### src/rtl/uart_core_param.sv
// uart_core_param: parametrised UART transceiver (one TX, one RX, shared clock).
// Parallel side uses valid/ready on TX and a one-cycle valid pulse on RX; the
// serial side is a single tx output and a single rx input, both idle high.
module uart_core_param #(
  parameter int DATA_BITS    = 8,
  parameter int CLKS_PER_BIT = 16,
  parameter int PARITY_EN    = 0,
  parameter int PARITY_ODD   = 0,
  parameter int STOP_BITS    = 1
) (
  input  logic                 clk,
  input  logic                 reset,
  input  logic [DATA_BITS-1:0] tx_data,
  input  logic                 tx_valid,
  output logic                 tx_ready,
  output logic                 tx,
  output logic                 tx_busy,
  input  logic                 rx,
  output logic [DATA_BITS-1:0] rx_data,
  output logic                 rx_valid,
  output logic                 rx_parity_err,
  output logic                 rx_frame_err,
  output logic                 rx_busy
);

  localparam int CNT_W = $clog2(CLKS_PER_BIT);
  localparam int BIT_W = $clog2(DATA_BITS);

  // Last cycle of a bit period, and the cycle on which the start bit is
  // re-checked at its midpoint.
  localparam logic [CNT_W-1:0] CNT_LAST = CNT_W'(CLKS_PER_BIT - 1);
  localparam logic [CNT_W-1:0] CNT_HALF = CNT_W'(CLKS_PER_BIT / 2 - 1);
  localparam logic [BIT_W-1:0] BIT_LAST = BIT_W'(DATA_BITS - 1);
  localparam logic             STOP_LAST = (STOP_BITS == 2);
  localparam logic             PAR_ON    = (PARITY_EN != 0);
  localparam logic             PAR_INV   = (PARITY_ODD != 0);

  typedef enum logic [2:0] {
    TX_IDLE,
    TX_START,
    TX_DATA,
    TX_PARITY,
    TX_STOP
  } tx_state_t;

  typedef enum logic [2:0] {
    RX_IDLE,
    RX_START,
    RX_DATA,
    RX_PARITY,
    RX_STOP,
    RX_WAIT_HIGH
  } rx_state_t;

  // ---------------------------------------------------------------------------
  // Transmitter
  // ---------------------------------------------------------------------------
  tx_state_t              tx_state_q, tx_state_d;
  logic [CNT_W-1:0]       tx_cnt_q, tx_cnt_d;
  logic [BIT_W-1:0]       tx_bit_q, tx_bit_d;
  logic                   tx_stop_q, tx_stop_d;
  logic [DATA_BITS-1:0]   tx_shift_q, tx_shift_d;
  logic                   tx_par_q, tx_par_d;
  logic                   tx_d;
  logic                   tx_cnt_end;
  logic                   tx_handshake;

  assign tx_cnt_end   = (tx_cnt_q == CNT_LAST);
  // Ready also in the final cycle of the last stop bit so that a queued word
  // starts its start bit with no idle cycle in between.
  assign tx_ready     = (tx_state_q == TX_IDLE) ||
                        ((tx_state_q == TX_STOP) && tx_cnt_end && (tx_stop_q == STOP_LAST));
  assign tx_handshake = tx_valid && tx_ready;
  assign tx_busy      = (tx_state_q != TX_IDLE);

  // TX next-state: bit timing, shifting and the line level for the next cycle.
  always_comb begin
    // NOTE: every output of this block gets a default first, so no path can
    // leave a variable unassigned and infer a latch.
    tx_state_d = tx_state_q;
    tx_cnt_d   = tx_cnt_q;
    tx_bit_d   = tx_bit_q;
    tx_stop_d  = tx_stop_q;
    tx_shift_d = tx_shift_q;
    tx_par_d   = tx_par_q;

    case (tx_state_q)
      TX_START: begin
        if (tx_cnt_end) begin
          tx_cnt_d   = '0;
          tx_bit_d   = '0;
          tx_state_d = TX_DATA;
        end else begin
          tx_cnt_d = tx_cnt_q + 1'b1;
        end
      end
      TX_DATA: begin
        if (tx_cnt_end) begin
          tx_cnt_d   = '0;
          tx_shift_d = tx_shift_q >> 1;
          if (tx_bit_q == BIT_LAST) begin
            tx_stop_d  = 1'b0;
            tx_state_d = PAR_ON ? TX_PARITY : TX_STOP;
          end else begin
            tx_bit_d = tx_bit_q + 1'b1;
          end
        end else begin
          tx_cnt_d = tx_cnt_q + 1'b1;
        end
      end
      TX_PARITY: begin
        if (tx_cnt_end) begin
          tx_cnt_d   = '0;
          tx_stop_d  = 1'b0;
          tx_state_d = TX_STOP;
        end else begin
          tx_cnt_d = tx_cnt_q + 1'b1;
        end
      end
      TX_STOP: begin
        if (tx_cnt_end) begin
          tx_cnt_d = '0;
          if (tx_stop_q == STOP_LAST) begin
            tx_state_d = TX_IDLE;
          end else begin
            tx_stop_d = 1'b1;
          end
        end else begin
          tx_cnt_d = tx_cnt_q + 1'b1;
        end
      end
      default: ;
    endcase

    // A handshake overrides the end-of-frame return to idle.
    if (tx_handshake) begin
      tx_state_d = TX_START;
      tx_cnt_d   = '0;
      tx_shift_d = tx_data;
      tx_par_d   = (^tx_data) ^ PAR_INV;
    end

    // Line level is registered from the next state so tx never glitches.
    case (tx_state_d)
      TX_START:  tx_d = 1'b0;
      TX_DATA:   tx_d = tx_shift_d[0];
      TX_PARITY: tx_d = tx_par_d;
      default:   tx_d = 1'b1;
    endcase
  end

  // TX state register; reset parks the line high and abandons any frame.
  always_ff @(posedge clk or negedge reset) begin
    // NOTE: sequential state uses non-blocking assignments so every register
    // samples the pre-edge values regardless of statement order.
    if (!reset) begin
      tx_state_q <= TX_IDLE;
      tx_cnt_q   <= '0;
      tx_bit_q   <= '0;
      tx_stop_q  <= 1'b0;
      tx_shift_q <= '0;
      tx_par_q   <= 1'b0;
      tx         <= 1'b1;
    end else begin
      tx_state_q <= tx_state_d;
      tx_cnt_q   <= tx_cnt_d;
      tx_bit_q   <= tx_bit_d;
      tx_stop_q  <= tx_stop_d;
      tx_shift_q <= tx_shift_d;
      tx_par_q   <= tx_par_d;
      tx         <= tx_d;
    end
  end

  // ---------------------------------------------------------------------------
  // Receiver
  // ---------------------------------------------------------------------------
  logic rx_meta, rx_s;

  // Two-flop synchroniser for the asynchronous rx line; resets to idle-high.
  always_ff @(posedge clk or negedge reset) begin
    if (!reset) begin
      rx_meta <= 1'b1;
      rx_s    <= 1'b1;
    end else begin
      rx_meta <= rx;
      rx_s    <= rx_meta;
    end
  end

  rx_state_t              rx_state_q, rx_state_d;
  logic [CNT_W-1:0]       rx_cnt_q, rx_cnt_d;
  logic [BIT_W-1:0]       rx_bit_q, rx_bit_d;
  logic                   rx_stop_q, rx_stop_d;
  logic [DATA_BITS-1:0]   rx_shift_q, rx_shift_d;
  logic                   rx_par_q, rx_par_d;
  logic                   rx_ferr_acc_q, rx_ferr_acc_d;
  logic [DATA_BITS-1:0]   rx_data_d;
  logic                   rx_valid_d;
  logic                   rx_perr_d;
  logic                   rx_ferr_d;
  logic                   rx_cnt_end;

  assign rx_cnt_end = (rx_cnt_q == CNT_LAST);
  assign rx_busy    = (rx_state_q != RX_IDLE);

  // RX next-state: start validation, mid-bit sampling, result and error flags.
  always_comb begin
    rx_state_d    = rx_state_q;
    rx_cnt_d      = rx_cnt_q;
    rx_bit_d      = rx_bit_q;
    rx_stop_d     = rx_stop_q;
    rx_shift_d    = rx_shift_q;
    rx_par_d      = rx_par_q;
    rx_ferr_acc_d = rx_ferr_acc_q;
    rx_data_d     = rx_data;
    rx_valid_d    = 1'b0;
    rx_perr_d     = rx_parity_err;
    rx_ferr_d     = rx_frame_err;

    case (rx_state_q)
      RX_IDLE: begin
        if (!rx_s) begin
          rx_cnt_d   = '0;
          rx_state_d = RX_START;
        end
      end
      RX_START: begin
        // Midpoint re-check: a high line here was only a glitch.
        if (rx_cnt_q == CNT_HALF) begin
          rx_cnt_d = '0;
          if (rx_s) begin
            rx_state_d = RX_IDLE;
          end else begin
            rx_bit_d      = '0;
            rx_ferr_acc_d = 1'b0;
            rx_state_d    = RX_DATA;
          end
        end else begin
          rx_cnt_d = rx_cnt_q + 1'b1;
        end
      end
      RX_DATA: begin
        if (rx_cnt_end) begin
          rx_cnt_d   = '0;
          rx_shift_d = {rx_s, rx_shift_q[DATA_BITS-1:1]};
          if (rx_bit_q == BIT_LAST) begin
            rx_stop_d  = 1'b0;
            rx_state_d = PAR_ON ? RX_PARITY : RX_STOP;
          end else begin
            rx_bit_d = rx_bit_q + 1'b1;
          end
        end else begin
          rx_cnt_d = rx_cnt_q + 1'b1;
        end
      end
      RX_PARITY: begin
        if (rx_cnt_end) begin
          rx_cnt_d   = '0;
          rx_par_d   = rx_s;
          rx_stop_d  = 1'b0;
          rx_state_d = RX_STOP;
        end else begin
          rx_cnt_d = rx_cnt_q + 1'b1;
        end
      end
      RX_STOP: begin
        if (rx_cnt_end) begin
          rx_cnt_d = '0;
          if (rx_stop_q == STOP_LAST) begin
            rx_valid_d = 1'b1;
            rx_data_d  = rx_shift_q;
            rx_perr_d  = PAR_ON && (rx_par_q != ((^rx_shift_q) ^ PAR_INV));
            rx_ferr_d  = rx_ferr_acc_q | ~rx_s;
            // A low stop bit means a break: wait for the line to recover
            // before hunting for the next start edge.
            rx_state_d = rx_ferr_d ? RX_WAIT_HIGH : RX_IDLE;
          end else begin
            rx_ferr_acc_d = rx_ferr_acc_q | ~rx_s;
            rx_stop_d     = 1'b1;
          end
        end else begin
          rx_cnt_d = rx_cnt_q + 1'b1;
        end
      end
      RX_WAIT_HIGH: begin
        if (rx_s) rx_state_d = RX_IDLE;
      end
      default: rx_state_d = RX_IDLE;
    endcase
  end

  // RX state register and result outputs; results hold until the next frame.
  always_ff @(posedge clk or negedge reset) begin
    if (!reset) begin
      rx_state_q    <= RX_IDLE;
      rx_cnt_q      <= '0;
      rx_bit_q      <= '0;
      rx_stop_q     <= 1'b0;
      rx_shift_q    <= '0;
      rx_par_q      <= 1'b0;
      rx_ferr_acc_q <= 1'b0;
      rx_data       <= '0;
      rx_valid      <= 1'b0;
      rx_parity_err <= 1'b0;
      rx_frame_err  <= 1'b0;
    end else begin
      rx_state_q    <= rx_state_d;
      rx_cnt_q      <= rx_cnt_d;
      rx_bit_q      <= rx_bit_d;
      rx_stop_q     <= rx_stop_d;
      rx_shift_q    <= rx_shift_d;
      rx_par_q      <= rx_par_d;
      rx_ferr_acc_q <= rx_ferr_acc_d;
      rx_data       <= rx_data_d;
      rx_valid      <= rx_valid_d;
      rx_parity_err <= rx_perr_d;
      rx_frame_err  <= rx_ferr_d;
    end
  end

endmodule

### config.mk
export PLATFORM = sky130hd
export DESIGN_NAME = uart_core_param
export DESIGN_NICKNAME = d
export VERILOG_FILES = /design/src/rtl/uart_core_param.sv
export SDC_FILE = /design/constraint.sdc
export NUM_CORES = 1
export LEC_CHECK = 0
export BUFFER_PORTS_ARGS = -buffer_cell sky130_fd_sc_hd__buf_2
export CAP_MARGIN = 20
export CORE_MARGIN = 5
export CORE_UTILIZATION = 45
export CTS_BUF_LIST = sky130_fd_sc_hd__clkbuf_8
export DETAILED_ROUTE_END_ITERATION = 8
export HOLD_SLACK_MARGIN = 0.1
export MAX_ROUTING_LAYER = met4
export SLEW_MARGIN = 20
export SYNTH_ARGS = -nofsm -noshare
export SYNTH_HDL_FRONTEND = slang
export SYNTH_SLANG_ARGS = --single-unit
### constraint.sdc
create_clock -name clk -period 2.3 [get_ports clk]
set_input_delay 0.575 -clock clk [delete_from_list [all_inputs] [get_ports clk]]
set_output_delay 0.575 -clock clk [all_outputs]
set_load 0.01 [all_outputs]
Word-level counts from Yosys, hierarchy flattened:

Cells that the tools add are included.

* flip-flop bits (word level): 53
* latch bits: 0
* RAM bits: 0
* bits in read-only memories: 0
* bits of input ports: 12
* output and inout bits: 15
* word-level logic and storage cells: 151
* memories: 0

* $add $sub $neg: 4
* multiply operators: 0
* div/mod/pow operators: 0
* order comparisons: 0
* eq/ne operators: 34
* shift-type cells: 0
* muxes and demuxes: 60
* bitwise operators: 4
* reduce and logical (&&, ||, !) cells: 30

Operators by type and width (number)
* 2-to-1 mux 3 bit: 23
* != test 2 bit, second input constant: 17
* 2-to-1 mux 4 bit: 6
* 2-to-1 mux 8 bit: 3
* AND reduction 5 bit: 4
* equality test 3 x 2 -> 1 bit, second input constant: 6
* 2-to-1 mux 1 bit: 18
* one-hot mux 3 bit (6 select lines): 1
* equality test 3 bit, second input constant: 5
* nonzero test 3 bit: 5
* one-hot mux 3 bit (2 select lines): 2
* one-hot mux 3 bit (4 select lines): 1
* one-hot mux 4 bit (3 select lines): 1
* nonzero test 2 bit: 6
* equality test 3 x 1 -> 1 bit, second input constant: 3
* one-hot mux 1 bit (3 select lines): 3
* adder 4 x 1 -> 4 bit, second input constant: 2
* equality test 4 bit, second input constant: 2
* AND reduction 8 bit: 1
* parity 8 bit: 1
* adder 3 x 1 -> 3 bit, second input constant: 2
* zero test 3 bit: 2
* AND reduction 2 bit: 3
* equality test 4 x 3 -> 1 bit, second input constant: 1
* 10 further kinds: 14

Depth between registers and ports, before layout:

Gate-level depths: netlist of run 1.

* depth after elaboration: 8
* mapped depth: 6
* depth with buffers taken out: 6

Worst setup path before layout of run 1:

No wires, ideal clock.

* path kind: flip-flop to flip-flop
* from: register tx_cnt_q[0]
* to: register tx_shift_q[1]
* setup time: 0.118 ns
* data arrival time: 1.648 ns
* data required time: 2.182 ns
* slack: 0.534 ns
* stages on the path, launching flop included: 6
* buffers on the path: 0
* period minus slack after synthesis: 1.766 ns
* path through: dfrtp_1 -> ha_1 -> nand3_2 -> a2111oi_4 -> nor2_2 -> a21o_1

* word-level cells in the longest chain between the ends: 7
* elaborated cells on any way between the ends: 9
* those cells by class: 1 x eq/ne; 1 x mux; 7 x reduce/logical

Ends and longest elaborated chain
* start: declaration: line 59 `logic [CNT_W-1:0] tx_cnt_q, tx_cnt_d;`
* start signal: assignment: line 166 `tx_cnt_q <= tx_cnt_d;`
* equality test 4 bit (*): line 68 `assign tx_cnt_end = (tx_cnt_q == CNT_LAST);`
* logical AND 1 bit (2 in series): line 72 `((tx_state_q == TX_STOP) && tx_cnt_end && (tx_stop_q == STOP_LAST));`
* logical OR 1 bit: line 71 `assign tx_ready = (tx_state_q == TX_IDLE) ||`
* logical AND 1 bit: line 73 `assign tx_handshake = tx_valid && tx_ready;`
* nonzero test 2 bit (no source line)
* AND reduction 2 bit (no source line)
* end signal: assignment: line 169 `tx_shift_q <= tx_shift_d;`
* end: declaration: line 62 `logic [DATA_BITS-1:0] tx_shift_q, tx_shift_d;`

Every way passes the cells marked *; elsewhere a longest branch is shown, timed or not.
A chain may end at the register's enable or synchronous reset.

Worst setup path after layout of run 1:

* from: register tx_cnt_q[0]
* to: output port tx_ready

* word-level cells in the longest chain between the ends: 4

Ends and longest elaborated chain
* equality test 4 bit: line 68
* logical AND 1 bit (2 in series): line 72
* logical OR 1 bit: line 71
* end: declaration: line 15 `output logic tx_ready,`

No other way between the ends.

==> results of run 1 <==
-- worst paths after layout --
kind | start | endpoint
max in group asynchronous | reset | rx_s
hold / removal | reset | tx_cnt_q[0]
setup reg to reg | tx_cnt_q[0] | tx_shift_q[6]
setup / recovery | tx_cnt_q[0] | tx_ready
min in group clk | rx_meta | rx_s
hold reg to reg | rx_meta | rx_s
-- sequential cells by signal, indices dropped and copies added (netlist names), 3 cells and up --
signal,flops
tx_bit_q,3
rx_bit_q,3
tx_cnt_q,4
rx_data,8
rx_state_q,3
tx_shift_q,8
rx_cnt_q,4
rx_shift_q,8
tx_state_q,3
-- cell families after synthesis --
| family | Yosys count |
|---|---|
| AO/OA/AOI/OAI | 64 |
| XOR/XNOR | 8 |
| adder cells (fa/ha/maj) | 6 |
| buffers and inverters | 20 |
| flip-flops | 51 |
| multiplexers | 22 |
| other | 1 |
| AND/OR/NAND/NOR | 55 |
-- power by group --
group	switching [W]	leakage (nW)	internal (W)
sequential	0.000278	0.661	0.00111
combinational	0.000419	0.677	0.000429
clock	0.000296	0.0495	0.000215
total	0.000994	1.39	0.00176
-- worst reg2reg max path: cells and delay by family, from the launching register on --
| kind | cells | cell delay [ns] |
|---|---|---|
| AOI/OAI and AO/OA | 2 | 0.62 |
| DFF | 1 | 0.45 |
| adders and majority gates | 1 | 0.31 |
| buffers and inverters | 1 | 0.28 |
| and+or+nand+nor | 2 | 0.26 |
-- cells in the final DEF, fill, tap and decap left out, drive strengths merged, types with 2 or more instances in the layout --
master,count
a22o,13
nand2,8
nand3,6
mux2,17
nor2,15
inv,9
dfrtp,48
ha,6
a21oi,10
a21boi,2
o22ai,3
dfstp,3
a21o,7
buf,28
nor3,3
xnor2,7
a221oi,2
and3,4
and3b,2
mux2i,5
nand2b,3
a31oi,3
and4b,2
o21ai,14
clkbuf,5
or3,5
clkinv,2
-- final cells by class --
type / count / area (sq um)
Clock inverter: 3 / 21.3
Tap cell: 72 / 90.1
Fill cell: 496 / 2680
Sequential cell: 51 / 1280
Multi-Input combinational cell: 156 / 1180
Timing Repair Buffer: 28 / 160
Clock buffer: 5 / 68.8
Inverter: 8 / 30.0
-- per-layer routing --
| metal | GRT usage | vias up | routed length, um |
|---|---|---|---|
| li1 | - | 880 | - |
| met2 | 0.214 | 31 | 2190 |
| met3 | 0.0408 | 2 | 185 |
| met4 | 0.0302 | 0 | 23 |
| met1 | 0.197 | 851 | 2300 |
| met5 | - | - | 0 |
-- stage by stage --
stage	hold WS (ns)	utilization	worst slack (ns)	instance area, sq um
global placement	0.346	0.497	0.360	2740
floorplan	0.279	-	0.534	2550
finish	0.231	0.514	0.191	2830
CTS	0.238	0.514	0.183	2830
detailed placement	0.349	0.497	0.300	2740
global route	0.264	0.514	0.0417	2830
==> metrics, run 1 <==
Worst setup EP type=output pin; htree depth=2; Die Width=85.3 um; FMAX=0.474 GHz; HPWL Detailed=3290 um; I/O pin count=27; n_diodes=0; Iteration-0 DRC Markers=86; Final #Nets=268; Setup crit start kind=flip-flop; fin crit period=2.11 ns; CTS max path bufs=2; unique cell type count in the Yosys netlist=52; Yosys reg bits=51; Layout Skew=0.00605 ns; CP required=1.73 ns; CTS root buffer=clkbuf_8; WL/cell=14.5 um; Post-synth EDFFs=0; die area=7270 sq um; peak supply drop=0.425 mV; Synth Cell Area=2550 sq um; yosys warns=0; Initial Utilization=0.463; largest cells by area after synthesis=dfrtp_1, mux2_2, a22o_1, dfstp_2, ha_1; Vias/cell=5.46; Final Power=0.00275 W; most common cell in the netlist=dfrtp_1; clk sinks=51; unrepaired setup endpoints after global routing=no; vias in the first global route=1751; largest net degree at the start of global routing=32; sequential-to-total area share from yosys stat=0.502; critical path's slowest cell=dfrtp_1; ys async rst share=1.00; Synth Flop Type=dfrtp_1; via count=1764; setup repair bufs after CTS=0; clk_lat worst skew=0.30 ns; Worst R2R Path Depth=6; CP Cell Sequence=ha_1 > nand3_2 > a21boi_0 > buf_2; routed wire length=4700 um; min-delay worst type=input port to async pin; crit path buf inv count=1; maxcap violations=0; main combinational cell family by area after synthesis=compound AO/OA/AOI/OAI gates; Die Y=85.3 um; leakage power=1.39 nW; post-detailed-route count of antenna-violating nets=0; share of cells above drive strength 1=0.259; Port Buffers=25; WP depth=4; post-synth top area cell=dfrtp_1; Final setup viols=0; Mapped Avg Cell Area=11.2 sq um; status=completed; fin crit share=0.917; Remaining DRCs=0; Slew Limit Headroom=0.615; CTS tree=built; setup TNS=0 ns; CP max FO=7; area share of the leading cell type in the synthesized netlist=0.471; Worst Tran Pin Value=0.576 ns; compound-cell area share of the yosys netlist=0.189; CTS Hold Bufs=0; mux share of post-synthesis cell area=0.0947; PostCTS Resize Cnt=0; Overall Global Routing Usage=0.144; Cell Rows=27; R2R Setup Slk=0.29 ns; xor-xnor portion of the synthesized cell area=0.0275; area grow syn2layout=10.9%; Final GP Congestion=0.725; grt ovf=0; Post-Synth Adder-Cell Area=0.0294; crit-path max cell delay=0.45 ns; synth cell count leaders=dfrtp_1, mux2_2, nor2_1; clk slew on worst S/H paths=0.09 ns; Num CTS Buffers=5; Core Box Area=5510 sq um; fin. max-slew vios=0; router iterations before antenna repair=4; first-pass GRT wire length=8320 um; Simple-Gate Fraction of Synth Area=0.119; CP arrival=1.53 ns; cells after synthesis=227; Mapped Nets=245; delay-heaviest family, CP=flip-flops; Power Dens Cells=973 nW/um^2; Hold Violations, Final=0; Layout Cells excl Fill=323; dpl cells=315; Crit Path Class=flip-flop to output pin; initial antenna violation count=0
(Power assumes the default switching activity.)
==> run 2, diff against run 1 <==
--- a/config.mk
+++ b/config.mk
@@ -5,8 +5,9 @@
 export SDC_FILE = /design/constraint.sdc
 export NUM_CORES = 1
 export LEC_CHECK = 0
-export BUFFER_PORTS_ARGS = -buffer_cell sky130_fd_sc_hd__buf_2
+export BUFFER_PORTS_ARGS = -buffer_cell sky130_fd_sc_hd__buf_4
 export CAP_MARGIN = 20
+export CORE_ASPECT_RATIO = 0.6
 export CORE_MARGIN = 5
 export CORE_UTILIZATION = 45
 export CTS_BUF_LIST = sky130_fd_sc_hd__clkbuf_8
==> run 2 against run 1 <==
Sequential share of layout area down 1.2 points. Design area up 2.8%. Maximum frequency up 0.13%. Clock-buffer cell count unchanged.
==> metrics, run 2 (synthesis results as in run 1) <==
hold slack=0.290 ns (+0.0592 ns); via count=1747 (-0.96%); Final #Nets=267 (-0.37%); peak supply drop=0.353 mV (-17%); CTS root buffer=clkbuf_8; critical path's slowest cell=dfrtp_1; CP max FO=12 (+5); Initial Utilization=0.460 (-0.00314); Slew Limit Headroom=0.568 (-0.0470); clk_lat worst skew=0.31 ns (about the same); Crit Path Class=flip-flop to output pin; first-pass GRT wire length=8150 um (-2.1%); Remaining DRCs=0 (unchanged); Vias/cell=5.29 (-3.1%); unrepaired setup endpoints after global routing=no; Overall Global Routing Usage=0.149 (+0.00450); Power Dens Cells=1010 nW/um^2 (+3.3%); WL/cell=14.7 um (+1.2%); Placed Area=2790 sq um (+1.9%); area grow syn2layout=14.0%; leakage power=1.39 nW (+0.40%); Hold Violations, Final=0 (unchanged); Cell Rows=21 (-22%); I/O pin count=27 (unchanged); router iterations before antenna repair=4 (unchanged); n_diodes=0 (unchanged); Iteration-0 DRC Markers=111 (+29%); vias in the first global route=1604 (-8.4%); status=completed; die area=7320 sq um (+0.68%); dpl cells=322 (+2.2%); Worst setup EP type=output pin; fin. max-slew vios=0 (unchanged); Worst R2R Path Depth=5 (-1); Design Area, Final=2910 sq um (+2.8%); commonest non-fill, non-tap cell in the layout=dfrtp_1; Num CTS Buffers=5 (unchanged); CTS tree=built; clk sinks=51 (unchanged); fin crit period=2.11 ns (-0.00265 ns); Final setup viols=0 (unchanged); CP required=1.73 ns (about the same); min-delay worst type=input port to async pin; Core Box Area=5540 sq um (+0.68%); Die Width=107 um (+26%); CP Cell Sequence=or3_1 > buf_4; share of cells above drive strength 1=0.264 (+0.00504); FMAX=0.475 GHz (+0.13%); HPWL Detailed=3470 um (+5.4%); clk slew on worst S/H paths=0.10 ns (about the same); most frequent cells in the layout=dfrtp_1, buf_4, mux2_2; Layout Skew=0.00920 ns (+0.00315 ns); CTS Hold Bufs=0 (unchanged); Setup crit start kind=flip-flop; Final GP Congestion=0.833 (+15%); Largest regs=rx_data x8, rx_shift_q x8, tx_shift_q x8; fin crit share=0.916 (-0.00115); CP arrival=1.53 ns (about the same); Layout Cells excl Fill=330 (+2.2%); Die Y=68.3 um (-20%); Port Buffers=25 (unchanged); CTS max path bufs=2 (unchanged); grt ovf=0 (unchanged); Worst Tran Pin Value=0.648 ns (+0.0721 ns); maxcap violations=0 (unchanged); largest net degree at the start of global routing=52 (+63%); post-detailed-route count of antenna-violating nets=0 (unchanged); htree depth=2 (unchanged); crit-path max cell delay=0.54 ns (+0.09 ns); setup TNS=0 ns (unchanged); initial antenna violation count=0 (unchanged); routed wire length=4860 um (+3.4%)
[run 2: power by group]
part / internal [W] / total, W / switching (W)
registers: 0.00111 / 0.00139 / 0.000277
logic: 0.000452 / 0.000886 / 0.000434
clock network: 0.000328 / 0.000646 / 0.000318
[run 2: cell type report]
cell class	instances	area (sq um)
fillers	491	2640
flip-flops and latches	51	1280
multi-input cells	156	1180
repair buffers	27	203
well taps	80	100
clock buffers	5	68.8
clock inverters	3	46.3
inverters	8	30.0
[run 2: layer usage]
layer	global-route usage	share of wire	vias up
met5	-	0	-
met4	0.0542	0.014	0
met3	0.0349	0.048	8
met2	0.167	0.35	43
met1	0.241	0.59	823
li1	-	-	873
[run 2: timing repair]
item / 4_1_cts / 5_1_grt
setup endpoints to repair: 0 / 1
gates resized for setup: 0 / 1
setup buffers: 0 / 0
[run 2: final timing paths]
check / start / slack [ns] / endpoint
setup / recovery: tx_state_q[0] / 0.19 / tx_busy
hold / removal: reset / 0.29 / rx_cnt_q[3]
setup reg to reg: rx_cnt_q[1] / 0.36 / rx_bit_q[2]
hold reg to reg: rx_meta / 0.36 / rx_s
max in group asynchronous: reset / 1.58 / rx_bit_q[2]
min in group clk: rx_meta / 0.36 / rx_s
[run 2: worst max-delay path, delay by kind of cell (launching register included)]
| kind | cells | cell delay (ns) |
|---|---|---|
| flops | 1 | 0.54 |
| simple gates | 1 | 0.50 |
| buf+inv | 1 | 0.19 |
[run 2: per-stage QoR]
stage | utilization | power [W] | setup WS [ns]
detailed placement | 0.503 | 0.00229 | 0.344
floorplan | - | 0.00204 | 0.534
finish | 0.524 | 0.00292 | 0.194
global route | 0.524 | 0.00313 | 0.0464
CTS | 0.524 | 0.00294 | 0.129
global placement | 0.503 | 0.00228 | 0.399
==> run 3, diff against run 2 <==
--- a/config.mk
+++ b/config.mk
@@ -6,7 +6,7 @@
 export NUM_CORES = 1
 export LEC_CHECK = 0
 export BUFFER_PORTS_ARGS = -buffer_cell sky130_fd_sc_hd__buf_4
-export CAP_MARGIN = 20
+export CAP_MARGIN = 5
 export CORE_ASPECT_RATIO = 0.6
 export CORE_MARGIN = 5
 export CORE_UTILIZATION = 45
@@ -14,6 +14,7 @@
 export DETAILED_ROUTE_END_ITERATION = 8
 export HOLD_SLACK_MARGIN = 0.1
 export MAX_ROUTING_LAYER = met4
+export PLACE_DENSITY = 0.66
 export SLEW_MARGIN = 20
 export SYNTH_ARGS = -nofsm -noshare
 export SYNTH_HDL_FRONTEND = slang
==> constraint.sdc (replaced) <==
create_clock -name clk -period 1.7 [get_ports clk]
set_input_delay 0.425 -clock clk [delete_from_list [all_inputs] [get_ports clk]]
set_output_delay 0.425 -clock clk [all_outputs]
set_load 0.01 [all_outputs]
==> run 3 against run 2 <==
The run now ends with negative setup slack left. Setup slack lost 0.25 ns. Largest power group is now combinational logic. Sequential cell count unchanged. Final cell count rose by 11%. Die area unchanged. Largest cell class unchanged. Total power increased by 55%. Critical path type unchanged. Design area grew 13%. Non-clock buffer count rose by 35. Routed wire length rose by 6.4%.
==> metrics, run 3 (synthesis results as in run 1) <==
Design Area, Final=3290 sq um (+13%); Core Box Area=5540 sq um (unchanged); clk sinks=51 (unchanged); Layout Skew=0.00526 ns (-0.00394 ns); worst setup margin=-0.0522 ns (-0.246 ns); min-delay worst type=input port to async pin; failing checks=negative setup slack; router iterations before antenna repair=4 (unchanged); Largest regs=rx_data x8, rx_shift_q x8, tx_shift_q x8; Die Width=107 um (unchanged); n_diodes=0 (unchanged); vias in the first global route=1772 (+10%); fin crit period=1.75 ns; maxcap violations=0 (unchanged); WL/cell=14.2 um (-3.8%); I/O pin count=27 (unchanged); Power Dens Cells=1380 nW/um^2 (+37%); CP arrival=1.33 ns (-0.20 ns); CTS root buffer=clkbuf_8; share of cells above drive strength 1=0.411 (+0.147); commonest non-fill, non-tap cell in the layout=buf_4; die area=7320 sq um (unchanged); Final Power=0.00452 W (+55%); largest net degree at the start of global routing=52 (unchanged); Final #Nets=302 (+13%); Iteration-0 DRC Markers=92 (-17%); peak supply drop=0.715 mV (+100%); first-pass GRT wire length=8740 um (+7.3%); Slew Limit Headroom=0.574 (+0.00608); Initial Utilization=0.460 (unchanged); FMAX=0.571 GHz; CP max FO=2 (-10); Final setup viols=2 (+2); clk slew on worst S/H paths=0.09 ns (about the same); Hold Violations, Final=0 (unchanged); routed wire length=5170 um (+6.4%); unrepaired setup endpoints after global routing=yes; area grow syn2layout=28.9%; fin crit share=1.03; fin. max-slew vios=0 (unchanged); status=finished with violations; grt ovf=0 (unchanged); Final GP Congestion=0.813 (-2.4%); Port Buffers=25 (unchanged); CP required=1.27 ns (-0.46 ns); Vias/cell=5.20 (-1.7%); initial antenna violation count=0 (unchanged); leakage power=1.59 nW (+14%); Cell Rows=21 (unchanged); Overall Global Routing Usage=0.157 (+0.00800); htree depth=2 (unchanged); Setup crit start kind=flip-flop; HPWL Detailed=3530 um (+1.6%); setup TNS=-0.0698 ns (-0.0698 ns); Placed Area=2950 sq um (+5.7%); Worst setup EP type=output pin; Crit Path Class=flip-flop to output pin; Num CTS Buffers=5 (unchanged); via count=1899 (+8.7%); most frequent cells in the layout=buf_4, dfrtp_1, mux2_2; Die Y=68.3 um (unchanged); CTS tree=built; Remaining DRCs=0 (unchanged); clk_lat worst skew=0.30 ns (about the same); Worst Tran Pin Value=0.639 ns (-0.00911 ns); CTS max path bufs=2 (unchanged); post-detailed-route count of antenna-violating nets=0 (unchanged)
## run 3: path summary, 6_finish.rpt
check | slack [ns] | cells after the start | start | to
worst max-delay path | -0.05 | 3 | rx_state_q[0] | rx_busy
worst min-delay path | 0.14 | 1 | reset | tx_shift_q[4]
worst max register to register | 0.05 | 6 | tx_state_q[2] | tx_shift_q[5]
worst min register to register | 0.36 | 0 | rx_meta | rx_s
max in group asynchronous | 1.10 | 1 | reset | tx_state_q[2]
min in group clk | 0.22 | 1 | rx | rx_meta
## run 3: routing by layer
metal,track usage,up-vias,share of wire
li1,-,945,-
met1,0.238,914,0.54
met2,0.200,35,0.40
met3,0.0386,5,0.050
met5,-,-,0
met4,0.0478,0,0.0097
## run 3: power breakdown
part | total, W | internal, W | switching, W
Sequential | 0.00178 | 0.00151 | 0.000269
Combinational | 0.00190 | 0.00104 | 0.000863
Clock | 0.000838 | 0.000434 | 0.000405
## run 3: final cells by class
cell class,instances,area [sq um]
inverters,8,30.0
fillers,475,2260
clock buffers,5,68.8
multi-input cells,156,1250
flip-flops and latches,51,1280
well taps,80,100
clock inverters,3,41.3
repair buffers,62,509
## run 3: stage by stage
step	utilization	worst slack, ns	cells	hold slack, ns
after floorplan	-	0.0237	227	0.129
after global placement	0.532	0.0240	341	0.347
after detailed placement	0.532	-0.0151	341	0.348
after CTS	0.574	-0.0623	357	0.157
after global routing	0.593	-0.105	365	0.195
final	0.593	-0.0522	365	0.136
## run 3: repair_timing
| action | 4_1_cts | 5_1_grt |
|---|---|---|
| pin swaps | 3 | 2 |
| endpoints found under the setup margin | 13 | 26 |
| setup buffers | 9 | 8 |
| hold buffers | 0 | 0 |
| endpoints found under the hold margin | 0 | 0 |
| cloned | 0 | 0 |
| gates resized for setup | 14 | 12 |
## run 3: critical path: stages (launching register included)
cell     delay [ns]
dfrtp_1        0.40
buf_6          0.12
or3_4          0.38
buf_6          0.13
